File: src/rtl/d_branch_sched.sv
// D-stage branch scheduler: E/M/W writer scoreboard, comparator operand forwarding,
// branch stall and beq/bne resolution.
module d_branch_sched #(
  parameter int unsigned CNT_W = 16
) (
  input  logic             clk,
  input  logic             reset,
  input  logic             d_br,
  input  logic             d_br_ne,
  input  logic [4:0]       d_rs,
  input  logic [4:0]       d_rt,
  input  logic             d_wr_en,
  input  logic [4:0]       d_wr_addr,
  input  logic [1:0]       d_tnew,
  input  logic             flush,
  input  logic             cmp_eq,
  output logic             stall,
  output logic [1:0]       fwd_rs_sel,
  output logic [1:0]       fwd_rt_sel,
  output logic             br_taken,
  output logic             br_resolved,
  output logic [CNT_W-1:0] stall_cnt
);

  typedef struct packed {
    logic       vld;
    logic [4:0] addr;
    logic [1:0] tnew;
  } sb_entry_t;

  sb_entry_t        e_q, m_q, w_q;
  sb_entry_t        e_d, m_d, w_d;
  sb_entry_t        e_v, m_v, w_v;
  logic [CNT_W-1:0] cnt_q, cnt_d;
  logic             rs_wait, rt_wait;

  function automatic sb_entry_t age_entry(input sb_entry_t s);
    sb_entry_t r;
    r = s;
    if (s.tnew != 2'd0) r.tnew = s.tnew - 2'd1;
    return r;
  endfunction

  // Returns {wait, sel}: nearest producer wins; a not-yet-ready one forces RF plus wait.
  function automatic logic [2:0] resolve_src(input logic [4:0] r, input sb_entry_t e,
                                             input sb_entry_t m, input sb_entry_t w);
    logic [2:0] res;
    res = 3'b000;
    if (r != 5'd0) begin
      if (e.vld && e.addr == r)      res = (e.tnew == 2'd0) ? 3'b001 : 3'b100;
      else if (m.vld && m.addr == r) res = (m.tnew == 2'd0) ? 3'b010 : 3'b100;
      else if (w.vld && w.addr == r) res = (w.tnew == 2'd0) ? 3'b011 : 3'b100;
    end
    return res;
  endfunction

  // Outputs see an empty scoreboard while reset is held.
  always_comb begin
    e_v = reset ? '0 : e_q;
    m_v = reset ? '0 : m_q;
    w_v = reset ? '0 : w_q;
    {rs_wait, fwd_rs_sel} = resolve_src(d_rs, e_v, m_v, w_v);
    {rt_wait, fwd_rt_sel} = resolve_src(d_rt, e_v, m_v, w_v);
    stall       = d_br & (rs_wait | rt_wait);
    br_resolved = d_br & ~stall & ~flush;
    br_taken    = br_resolved & (cmp_eq ^ d_br_ne);
  end

  always_comb begin
    e_d = '0;
    if (!(flush || stall)) begin
      e_d.vld  = d_wr_en & (d_wr_addr != 5'd0);
      e_d.addr = d_wr_addr;
      e_d.tnew = (d_tnew == 2'd3) ? 2'd2 : d_tnew;
    end
    m_d   = age_entry(e_q);
    w_d   = age_entry(m_q);
    cnt_d = cnt_q;
    if (stall && (cnt_q != '1)) cnt_d = cnt_q + CNT_W'(1);
  end

  always_ff @(posedge clk) begin
    if (reset) begin
      e_q   <= '0;
      m_q   <= '0;
      w_q   <= '0;
      cnt_q <= '0;
    end else begin
      e_q   <= e_d;
      m_q   <= m_d;
      w_q   <= w_d;
      cnt_q <= cnt_d;
    end
  end

  assign stall_cnt = cnt_q;

endmodule
File: config.mk
export PLATFORM = sky130hd
export DESIGN_NAME = d_branch_sched
export DESIGN_NICKNAME = d
export VERILOG_FILES = /design/src/rtl/d_branch_sched.sv
export SDC_FILE = /design/constraint.sdc
export NUM_CORES = 1
export LEC_CHECK = 0
export CORE_ASPECT_RATIO = 1.75
export CORE_MARGIN = 4
export CORE_UTILIZATION = 47
export CTS_BUF_LIST = sky130_fd_sc_hd__clkbuf_8
export DETAILED_ROUTE_END_ITERATION = 7
export GPL_TIMING_DRIVEN = 0
export PLACE_DENSITY = 0.75
export SLEW_MARGIN = 20
export SYNTH_ARGS = -nofsm -noshare
export SYNTH_HDL_FRONTEND = slang
export SYNTH_SLANG_ARGS = --single-unit
File: constraint.sdc
create_clock -name clk -period 2.86 [get_ports clk]
set_clock_uncertainty 0.05 [all_clocks]
set_input_delay 0.572 -clock clk [delete_from_list [all_inputs] [get_ports clk]]
set_output_delay 0.572 -clock clk [all_outputs]
set_load 0.01 [all_outputs]
==> key figures, run 1 <==
Synth
  – Synth top area cells: dfxtp_1 32%, xnor2_1 7.5%, nor2_1 5.3%, nor2b_1 5.3%, mux2_2 3.2%
  – Avg Cell Area, Syn: between 8 and 9 µm²
  – Synth area leader: dfxtp_1
  – Post-Synthesis Cells: roughly 290
  – Number of synthesized flops with an enable pin: 0
  – Netlist cell types: 56
  – Post-synth top area share: 0.325
  – Yosys warnings: 0
  – Synthesized Nets: 312
  – Ys async rst share: 0
  – Register bit total from synthesis: 40
  – Mapped Area: approximately 2500 µm²
  – Primary FF master, synth: dfxtp_1
  – Post-synthesis sequential area ratio: 0.325
  – Most common cell in the netlist: dfxtp_1
  – Top post-synthesis cells by count: 40 x dfxtp_1, 35 x nor2_1, 21 x nor2b_1, 21 x xnor2_1, 14 x nand2_1

Clock tree
  – Clk root buf: clkbuf_8
  – Clk slew on worst S/H paths: 0.08 ns
  – Worst-Skew Late Latency: 0.29 ns
  – CTS tree: yes
  – Hold buffers post-CTS: 0
  – CTS sink count: 40
  – Clock Path Buffers: 2
  – Num CTS Buffers: 5
  – H-Tree Depth: 2

Power and ir drop
  – Leakage: 1.17 nW
  – Fraction of power consumed by sequential logic: 0.527
  – Clk network pwr share: 0.338
  – Worst IR Drop VDD: 0.000255 V
  – Power Dens Cells: 346 nW/µm²
  – Comb pwr share: 0.136
  – Switch Pwr: about 0.00029 W
  – Internal power: ~0.00080 W
  – Switching part of the total: 0.266

GRT
  – Initial antenna violation count: 0
  – Largest net degree at the start of global routing: 19
  – Vias in the first global route: 2381
  – First-pass GRT wire length: between 10000 and 15000 µm
  – Aggregate global routing overflow: 0
  – Tot GR Track Use: 0.221

STA
  – Final hold viol count: 0
  – Final Slew Violations: 0
  – RSZ-0062 raised after global routing: true
  – Final Setup Violations: 3
  – Post-layout minimum cycle time: 2.99 ns
  – Post-route worst setup slack: -0.132 ns
  – Hold Slack: 0.426 ns
  – Worst slew pin tran: 0.556 ns
  – Headroom to the max-slew limit: 0.629
  – Setup TNS: -0.282 ns
  – Final worst-path cycle share: 1.05
  – F_max: 334 MHz

Critical path
  – Reg2reg start: m_q[5]$_SDFF_PP0_
  – Critical Path Fanout Max: 8
  – WP data arrival: 2.37 ns
  – Crit path launch: reset
  – Worst endpoint required time: 2.24 ns
  – CP Launch Type: input pin
  – CP Capture Type: output port
  – Crit Path Category: input pin to output port

Cells and area
  – N_diodes: 0
  – Area growth, synth to finish: 27.7%
  – Nets: 364
  – Filler cells: 462
  – Layout cells sized above 1: 0.218
  – Final Non-Filler Cells: 393

Floorplan
  – Core Area: 5020 µm²
  – Die ar.: 6510 µm²
  – Ports: 47
  – Die Ht: ~100 µm
  – Die X: 62.7 µm
  – Row count: 34
  – Initial Util: 0.491

Drt
  – 1st-iter DRT viols: 97
  – Vias/cell: 5.84
  – Post-route ant nets: 0
  – Drt first pass iters: 4
  – Routed wire length: 7040 µm
  – Avg WL per Cell: 17.9 µm
  – Post-route DRC: 0
  – Vias: 2297

Placement
  – Dpl ws: -1.46 ns
  – Dpl cells: 380
  – Port bufs: 39
  – Post-detail-place hpwl: 5190 µm
  – Placer's final routability congestion estimate: 0.952

Outcome
  – Failing checks: setup timing
  – Status: finished, violations left

Hold path
  – Hold/Removal Path Class: flop to flop
  – Hold_sp: e_q[0]$_SDFF_PP0_

Flow run
  – Max-cap violations: 0
==> logic make-up after synthesis <==
family | synth area share
compound gates | 0.102
xor+xnor | 0.0995
fa+ha+maj | 0.00508
buf+inv | 0.0508
flops | 0.325
mux | 0.0645
simple gates | 0.353
==> final timing paths <==
path         cells past startpoint                    endpoint  slack [ns]
min                              1           m_q[0]$_SDFF_PP0_        0.43
min reg2reg                      1           m_q[0]$_SDFF_PP0_        0.43
max                             11                       stall       -0.13
max reg2reg                     12  stall_cnt[11]$_SDFFE_PP0P_        0.15
==> flip-flops by register name, summed over array words and instances (netlist names) <==
register / count
e_q: 8
m_q: 8
stall_cnt: 16
w_q: 8
==> layout by cell type (no fill, tap or decap), types with 4 or more instances in the layout <==
master and n:
clkbuf_2 6, xor2_1 6, o21ai_0 7, inv_1 4
nand2_1 13, mux2_4 4, buf_4 8, nand3_2 4
a31oi_1 5, a21oi_1 6, nand2b_1 4, clkbuf_8 5
nor2_1 34, and3_1 6, dfxtp_1 39, buf_2 8
mux2_2 7, nor3_1 6, nand4_1 7, nor2b_1 20
clkdlybuf4s50_1 27, nand3_1 9, nor4b_1 7, xnor2_1 20
==> layer usage <==
layer | vias up | global-route usage | part of all wire | wire length (µm)
met5 | - | 0 | 0 | 0
met4 | 0 | 0.139 | 0.050 | 352
met3 | 25 | 0.0303 | 0.030 | 211
met2 | 69 | 0.423 | 0.56 | 3960
met1 | 1092 | 0.215 | 0.36 | 2520
li1 | 1111 | - | - | -
==> critical path: stages <==
cell and delay (ns):
buf_12 0.12, buf_8 0.13, nor4b_4 0.23, a32oi_1 0.08, a211o_1 0.32, a21boi_2 0.18
buf_4 0.14, a211o_1 0.29, nand2_4 0.11, buf_12 0.10, buf_6 0.09
==> power by group through the flow <==
stage / combinational [W] / clock, W / sequential, W
after CTS: 0.000143 / 0.000376 / 0.000573
after detailed placement: 0.000134 / 0 / 0.000586
final: 0.000148 / 0.000368 / 0.000574
after floorplan: 0.0000804 / 0 / 0.000584
after global routing: 0.000159 / 0.000395 / 0.000575
after global placement: 0.000132 / 0 / 0.000586
==> metrics by stage <==
step           power [W]  area [µm²]   util
2_1_floorplan   0.000664        2460      -
3_3_place_gp    0.000718        2920  0.582
3_5_place_dp    0.000720        2920  0.582
4_1_cts          0.00109        3120  0.622
5_1_grt          0.00113        3150  0.627
6_report         0.00109        3150  0.627
==> what timing repair did <==
item                       CTS  global route
gates cloned                 1             0
pin swaps                    8             2
setup endpoints to repair   39            14
setup buffers                6             0
resized for setup           64             9
==> layout make-up <==
type	instances	area, µm²	area share
buffer	17	120	0.0382
clock buffer	5	68.8	0.0219
clock inverter	2	12.5	0.00398
inverter	4	15.0	0.00477
multi-input combinational	225	1640	0.520
sequential	40	802	0.255
tap	54	67.6	0.0215
timing repair buffer	46	425	0.135
Note: power is estimated with default switching activity, not from simulation.
==> inputs of run 2 (changes only) <==
--- a/config.mk
+++ b/config.mk
@@ -11,7 +11,7 @@
 export CTS_BUF_LIST = sky130_fd_sc_hd__clkbuf_8
 export DETAILED_ROUTE_END_ITERATION = 7
 export GPL_TIMING_DRIVEN = 0
-export PLACE_DENSITY = 0.75
+export PLACE_DENSITY = 0.72
 export SLEW_MARGIN = 20
 export SYNTH_ARGS = -nofsm -noshare
 export SYNTH_HDL_FRONTEND = slang
==> constraint.sdc (replaced) <==
create_clock -name clk -period 3.3 [get_ports clk]
set_clock_uncertainty 0.05 [all_clocks]
set_input_delay 0.66 -clock clk [delete_from_list [all_inputs] [get_ports clk]]
set_output_delay 0.66 -clock clk [all_outputs]
set_load 0.01 [all_outputs]
==> key figures, run 2 (synthesis results as in run 1) <==
Drt
  – 1st-iter DRT viols: 140 (+44%)
  – Vias: 2262 (-1.5%)
  – Post-route DRC: 0 (unchanged)
  – Post-route ant nets: 0 (unchanged)
  – Routed wire length: 7150 µm (+1.6%)
  – Vias/cell: 5.76 (-1.5%)
  – Drt first pass iters: 4 (unchanged)
  – Avg WL per Cell: 18.2 µm (+1.6%)

STA
  – Final worst-path cycle share: 0.976
  – Setup TNS: 0 ns (+0.282 ns)
  – Final Slew Violations: 0 (unchanged)
  – Post-layout minimum cycle time: between 3 and 4 ns
  – Post-route worst setup slack: 0.0776 ns (+0.210 ns)
  – Worst slew pin tran: 0.508 ns (-0.0481 ns)
  – Final hold viol count: 0 (unchanged)
  – Final Setup Violations: 0 (-3)
  – F_max: 310 MHz
  – Headroom to the max-slew limit: 0.661 (+0.0321)

Power and ir drop
  – Power Dens Cells: 312 nW/µm² (-9.9%)
  – Comb pwr share: 0.128 (-0.008)
  – Overall power: 0.000980 W (-10%)
  – Worst IR Drop VDD: 0.000213 V (-17%)
  – Switching part of the total: 0.268 (+0.00216)
  – Fraction of power consumed by sequential logic: 0.508 (-0.019)
  – Switch Pwr: 0.000263 W (-9.3%)
  – Clk network pwr share: 0.364 (+0.026)
  – Leakage: 1.18 nW (+1.5%)
  – Internal power: 0.000717 W (-10%)

Floorplan
  – Core Area: 5020 µm² (unchanged)
  – Ports: 47 (unchanged)
  – Die Ht: 104 µm (unchanged)
  – Initial Util: 0.491 (unchanged)
  – Row count: 34 (unchanged)
  – Die ar.: 6510 µm² (unchanged)
  – Die X: 62.7 µm (unchanged)

Cells and area
  – Commonest non-fill, non-tap cells in the layout: 40 x dfxtp_1, 34 x nor2_1, 27 x clkdlybuf4s50_1
  – Area growth, synth to finish: 27.5%
  – Filler cells: 469 (+1.5%)
  – Nets: 363 (-0.27%)
  – Final Non-Filler Cells: 393 (unchanged)
  – Most common cell after layout, fill and taps aside: dfxtp_1
  – Seq. cell area: 801 µm² (-0.16%)
  – Max reg flops: 16 (unchanged)
  – Layout cells sized above 1: 0.180 (-0.0383)
  – Multi-input logic area: 1630 µm² (-0.46%)
  – N_diodes: 0 (unchanged)

Clock tree
  – CTS sink count: 40 (unchanged)
  – Num CTS Buffers: 5 (unchanged)
  – Clk slew on worst S/H paths: 0.08 ns (about the same)
  – Hold buffers post-CTS: 0 (unchanged)
  – H-Tree Depth: 2 (unchanged)
  – Worst-Skew Late Latency: 0.30 ns (about the same)
  – CTS tree: yes
  – Clk root buf: clkbuf_8
  – Clock Path Buffers: 2 (unchanged)

Critical path
  – Crit Path Category: input pin to output port
  – WP data arrival: 2.51 ns (+0.14 ns)
  – Worst R2R Path Depth: 10 (-2)
  – CP Launch Type: input pin
  – Worst endpoint required time: 2.59 ns (+0.35 ns)
  – R2R Setup Slk: 0.60 ns (+0.45 ns)
  – Critical Path Fanout Max: 8 (unchanged)
  – CP Capture Type: output port
  – Reg2reg start: m_q[2]$_SDFF_PP0_
  – Critical R2R Capture: stall_cnt[11]$_SDFFE_PP0P_

Hold path
  – Hold depth: 1 (unchanged)
  – Hold Path Sink: m_q[0]$_SDFF_PP0_
  – Hold_sp: e_q[0]$_SDFF_PP0_
  – Hold/Removal Path Class: flop to flop

Flow run
  – Max-cap violations: 0 (unchanged)

Placement
  – Placer's final routability congestion estimate: 0.930 (-2.4%)
  – Dpl ws: -1.17 ns (+0.297 ns)
  – Dpl cells: 380 (unchanged)
  – Port bufs: 39 (unchanged)
  – Post-detail-place hpwl: 5300 µm (+2.0%)

GRT
  – Vias in the first global route: 2341 (-1.7%)
  – First-pass GRT wire length: 11500 µm (+0.43%)
  – Tot GR Track Use: 0.224 (+0.00291)
  – Aggregate global routing overflow: 0 (unchanged)
  – Initial antenna violation count: 0 (unchanged)
  – Largest net degree at the start of global routing: 19 (unchanged)

Outcome
  – Status: finished clean
-- run 2: how the worst max path moves through the flow --
stage	from	endpoint	slack (ns)	depth (start not counted)
6_report	reset	stall	0.08	10
5_1_grt	reset	stall	-0.01	10
4_1_cts	d_rs[1]	fwd_rs_sel[1]	-0.0002	8
3_5_place_dp	reset	fwd_rs_sel[1]	-1.17	9
3_3_place_gp	reset	fwd_rs_sel[1]	-1.19	9
2_1_floorplan	reset	stall	0.34	9
-- run 2: final cells by class --
class	count	share of cell area
multi-input combinational	225	0.518
sequential	40	0.255
timing repair buffer	45	0.133
buffer	17	0.0362
clock buffer	6	0.0263
tap	54	0.0215
clock inverter	2	0.00478
inverter	4	0.00478
-- run 2: power groups by stage --
| stage | logic (W) | clock network [W] | registers, W |
|---|---|---|---|
| floorplan | 0.0000697 | 0 | 0.000506 |
| global placement | 0.000116 | 0 | 0.000508 |
| detailed placement | 0.000117 | 0 | 0.000508 |
| CTS | 0.000122 | 0.000362 | 0.000497 |
| global route | 0.000135 | 0.000381 | 0.000499 |
| finish | 0.000126 | 0.000357 | 0.000497 |
-- run 2: layer usage --
layer	vias to the layer above	routed length, µm	track usage
li1	1115	-	-
met4	0	353	0.144
met1	1067	2710	0.230
met5	-	0	0
met2	57	3880	0.413
met3	23	201	0.0314
-- run 2: critical path, cell delays in order --
cell,delay (ns)
buf_4,0.15
buf_6,0.14
nor2b_1,0.14
xnor2_1,0.13
nand4_1,0.25
nor4b_4,0.36
o2111ai_2,0.24
nand2_4,0.13
buf_12,0.10
clkdlybuf4s15_2,0.21
-- run 2: repair_timing --
action	in CTS	in global routing
pin swaps	3	10
gates resized for setup	38	13
setup buffers	5	0
endpoints found under the setup margin	7	4
gates cloned	1	0
-- run 2: per-stage QoR --
step	instance area (µm²)	utilization	hold slack (ns)
after CTS	3090	0.616	0.426
after global routing	3140	0.626	0.449
after detailed placement	2920	0.582	0.405
final	3140	0.626	0.422
after global placement	2920	0.582	0.398
after floorplan	2460	-	0.362
==> inputs of run 3 (changes only) <==
--- a/config.mk
+++ b/config.mk
@@ -10,8 +10,9 @@
 export CORE_UTILIZATION = 47
 export CTS_BUF_LIST = sky130_fd_sc_hd__clkbuf_8
 export DETAILED_ROUTE_END_ITERATION = 7
+export GPL_ROUTABILITY_DRIVEN = 0
 export GPL_TIMING_DRIVEN = 0
-export PLACE_DENSITY = 0.72
+export PLACE_DENSITY = 0.8
 export SLEW_MARGIN = 20
 export SYNTH_ARGS = -nofsm -noshare
 export SYNTH_HDL_FRONTEND = slang
==> key figures, run 3 (synthesis results as in run 1) <==
STA
  – Post-layout minimum cycle time: 3.27 ns (+0.0467 ns)
  – Headroom to the max-slew limit: 0.637 (-0.0239)
  – Final Setup Violations: 0 (unchanged)
  – Hold Slack: 0.420 ns (-0.00182 ns)
  – Final worst-path cycle share: 0.991 (+0.0142)
  – Final hold viol count: 0 (unchanged)
  – RSZ-0062 raised after global routing: true
  – Final Slew Violations: 0 (unchanged)
  – F_max: 306 MHz (-1.4%)
  – Post-route worst setup slack: 0.0309 ns (-0.0467 ns)
  – Worst slew pin tran: 0.544 ns (+0.0359 ns)

Placement
  – Dpl cells: 380 (unchanged)
  – Port bufs: 39 (unchanged)
  – Dpl ws: -1.09 ns (+0.0765 ns)
  – Post-detail-place hpwl: 5110 µm (-3.5%)

Power and ir drop
  – Worst IR Drop VDD: 0.000264 V (+24%)
  – Switch Pwr: 0.000271 W (+3.1%)
  – Power Dens Cells: 324 nW/µm² (+3.8%)
  – Comb pwr share: 0.128 (about the same)
  – Fraction of power consumed by sequential logic: 0.465 (-0.043)
  – Overall power: 0.00107 W (+9.3%)
  – Internal power: 0.000800 W (+12%)
  – Switching part of the total: 0.253 (-0.0151)
  – Leakage: 1.27 nW (+7.1%)
  – Clk network pwr share: 0.408 (+0.044)

Cells and area
  – Commonest non-fill, non-tap cells in the layout: 40 x dfxtp_1, 35 x nor2_1, 27 x clkdlybuf4s50_1
  – Most common cell after layout, fill and taps aside: dfxtp_1
  – Layout cells sized above 1: 0.244 (+0.0643)
  – Nets: 372 (+2.5%)
  – Multi-input logic area: 1710 µm² (+4.9%)
  – Max reg flops: 16 (unchanged)
  – Area growth, synth to finish: 34.2%
  – Seq. cell area: 801 µm² (unchanged)
  – N_diodes: 0 (unchanged)
  – Final Non-Filler Cells: 402 (+2.3%)
  – Filler cells: 414 (-12%)

Floorplan
  – Ports: 47 (unchanged)
  – Initial Util: 0.491 (unchanged)
  – Die Ht: 104 µm (unchanged)
  – Die ar.: 6510 µm² (unchanged)
  – Row count: 34 (unchanged)
  – Die X: 62.7 µm (unchanged)
  – Core Area: 5020 µm² (unchanged)

Drt
  – 1st-iter DRT viols: 156 (+11%)
  – Routed wire length: 7570 µm (+5.8%)
  – Vias/cell: 6.05 (+5.2%)
  – Post-route ant nets: 0 (unchanged)
  – Drt first pass iters: 5 (+1)
  – Avg WL per Cell: 18.8 µm (+3.5%)
  – Post-route DRC: 0 (unchanged)
  – Vias: 2433 (+7.6%)

GRT
  – Aggregate global routing overflow: 0 (unchanged)
  – Largest net degree at the start of global routing: 17 (-2)
  – First-pass GRT wire length: 12100 µm (+6.0%)
  – Tot GR Track Use: 0.234 (+0.00987)
  – Vias in the first global route: 2528 (+8.0%)
  – Initial antenna violation count: 0 (unchanged)

Critical path
  – CP Capture Type: output port
  – Worst R2R Path Depth: 11 (+1)
  – Critical R2R Capture: stall_cnt[8]$_SDFFE_PP0P_
  – Crit path to: br_taken
  – Crit path launch: reset
  – Worst endpoint required time: 2.59 ns (about the same)
  – Crit Path Category: input pin to output port
  – CP Launch Type: input pin
  – WP data arrival: 2.56 ns (+0.05 ns)
  – Reg2reg start: m_q[4]$_SDFF_PP0_
  – R2R Setup Slk: 0.54 ns (-0.06 ns)
  – Critical Path Fanout Max: 8 (unchanged)

Clock tree
  – Clk slew on worst S/H paths: 0.08 ns (about the same)
  – Clk root buf: clkbuf_8
  – Hold buffers post-CTS: 0 (unchanged)
  – CTS tree: yes
  – CTS sink count: 40 (unchanged)
  – Clock Path Buffers: 2 (unchanged)
  – H-Tree Depth: 2 (unchanged)
  – Num CTS Buffers: 5 (unchanged)
  – Worst-Skew Late Latency: 0.31 ns (about the same)

Outcome
  – Status: finished clean

Hold path
  – Hold/Removal Path Class: flop to flop

Flow run
  – Max-cap violations: 0 (unchanged)
==> run 3: per-stage QoR <==
stage	util	instance area (µm²)	TNS, ns
after floorplan	-	2460	0
after global placement	0.582	2920	-11.27
after detailed placement	0.582	2920	-10.13
after CTS	0.641	3220	0
after global routing	0.659	3310	-0.0687
final	0.659	3310	0
==> run 3: repair_timing <==
action | CTS | global route
gates cloned | 1 | 0
gates resized for setup | 53 | 22
hold endpoints to repair | 0 | 0
buffers inserted | 10 | 4
endpoints found under the setup margin | 7 | 5
pin swaps | 9 | 9
==> run 3: power by group through the flow <==
| stage | clock network [W] | registers [W] | logic [W] |
|---|---|---|---|
| 3_3_place_gp | 0 | 0.000508 | 0.000113 |
| 2_1_floorplan | 0 | 0.000506 | 0.0000697 |
| 6_report | 0.000436 | 0.000497 | 0.000137 |
| 5_1_grt | 0.000455 | 0.000498 | 0.000147 |
| 3_5_place_dp | 0 | 0.000508 | 0.000116 |
| 4_1_cts | 0.000436 | 0.000497 | 0.000127 |
==> run 3: layer usage <==
layer,vias up,wire length (µm),share of wire,track usage
li1,1131,-,-,-
met1,1153,2670,0.35,0.229
met2,117,4190,0.55,0.446
met3,32,382,0.050,0.0412
met4,0,325,0.043,0.133
met5,-,0,0,0
==> run 3: worst min path at each step <==
| stage | start | endpoint | slack [ns] | cells past startpoint |
|---|---|---|---|---|
| finish | e_q[0]$_SDFF_PP0_ | m_q[0]$_SDFF_PP0_ | 0.42 | 1 |
| CTS | e_q[0]$_SDFF_PP0_ | m_q[0]$_SDFF_PP0_ | 0.42 | 1 |
| floorplan | e_q[0]$_SDFF_PP0_ | m_q[0]$_SDFF_PP0_ | 0.36 | 1 |
| detailed placement | m_q[0]$_SDFF_PP0_ | w_q[0]$_SDFF_PP0_ | 0.40 | 1 |
| global placement | e_q[7]$_SDFF_PP0_ | m_q[7]$_SDFF_PP0_ | 0.40 | 2 |
| global route | m_q[7]$_SDFF_PP0_ | w_q[7]$_SDFF_PP0_ | 0.45 | 1 |
==> run 3: critical path: stages <==
cell and delay, ns:
clkbuf_4 0.16, and2b_1 0.26, xor2_2 0.27, nor3_4 0.09, buf_4 0.15, nor4b_4 0.35, o211ai_1 0.14, and4b_1 0.22
and2_1 0.14, clkbuf_2 0.12
==> run 3: cell type report <==
class / count / area share
buffer: 17 / 0.0371
timing repair buffer: 54 / 0.143
multi-input combinational: 225 / 0.516
tap: 54 / 0.0204
clock inverter: 2 / 0.0117
sequential: 40 / 0.242
inverter: 4 / 0.00454
clock buffer: 6 / 0.0250
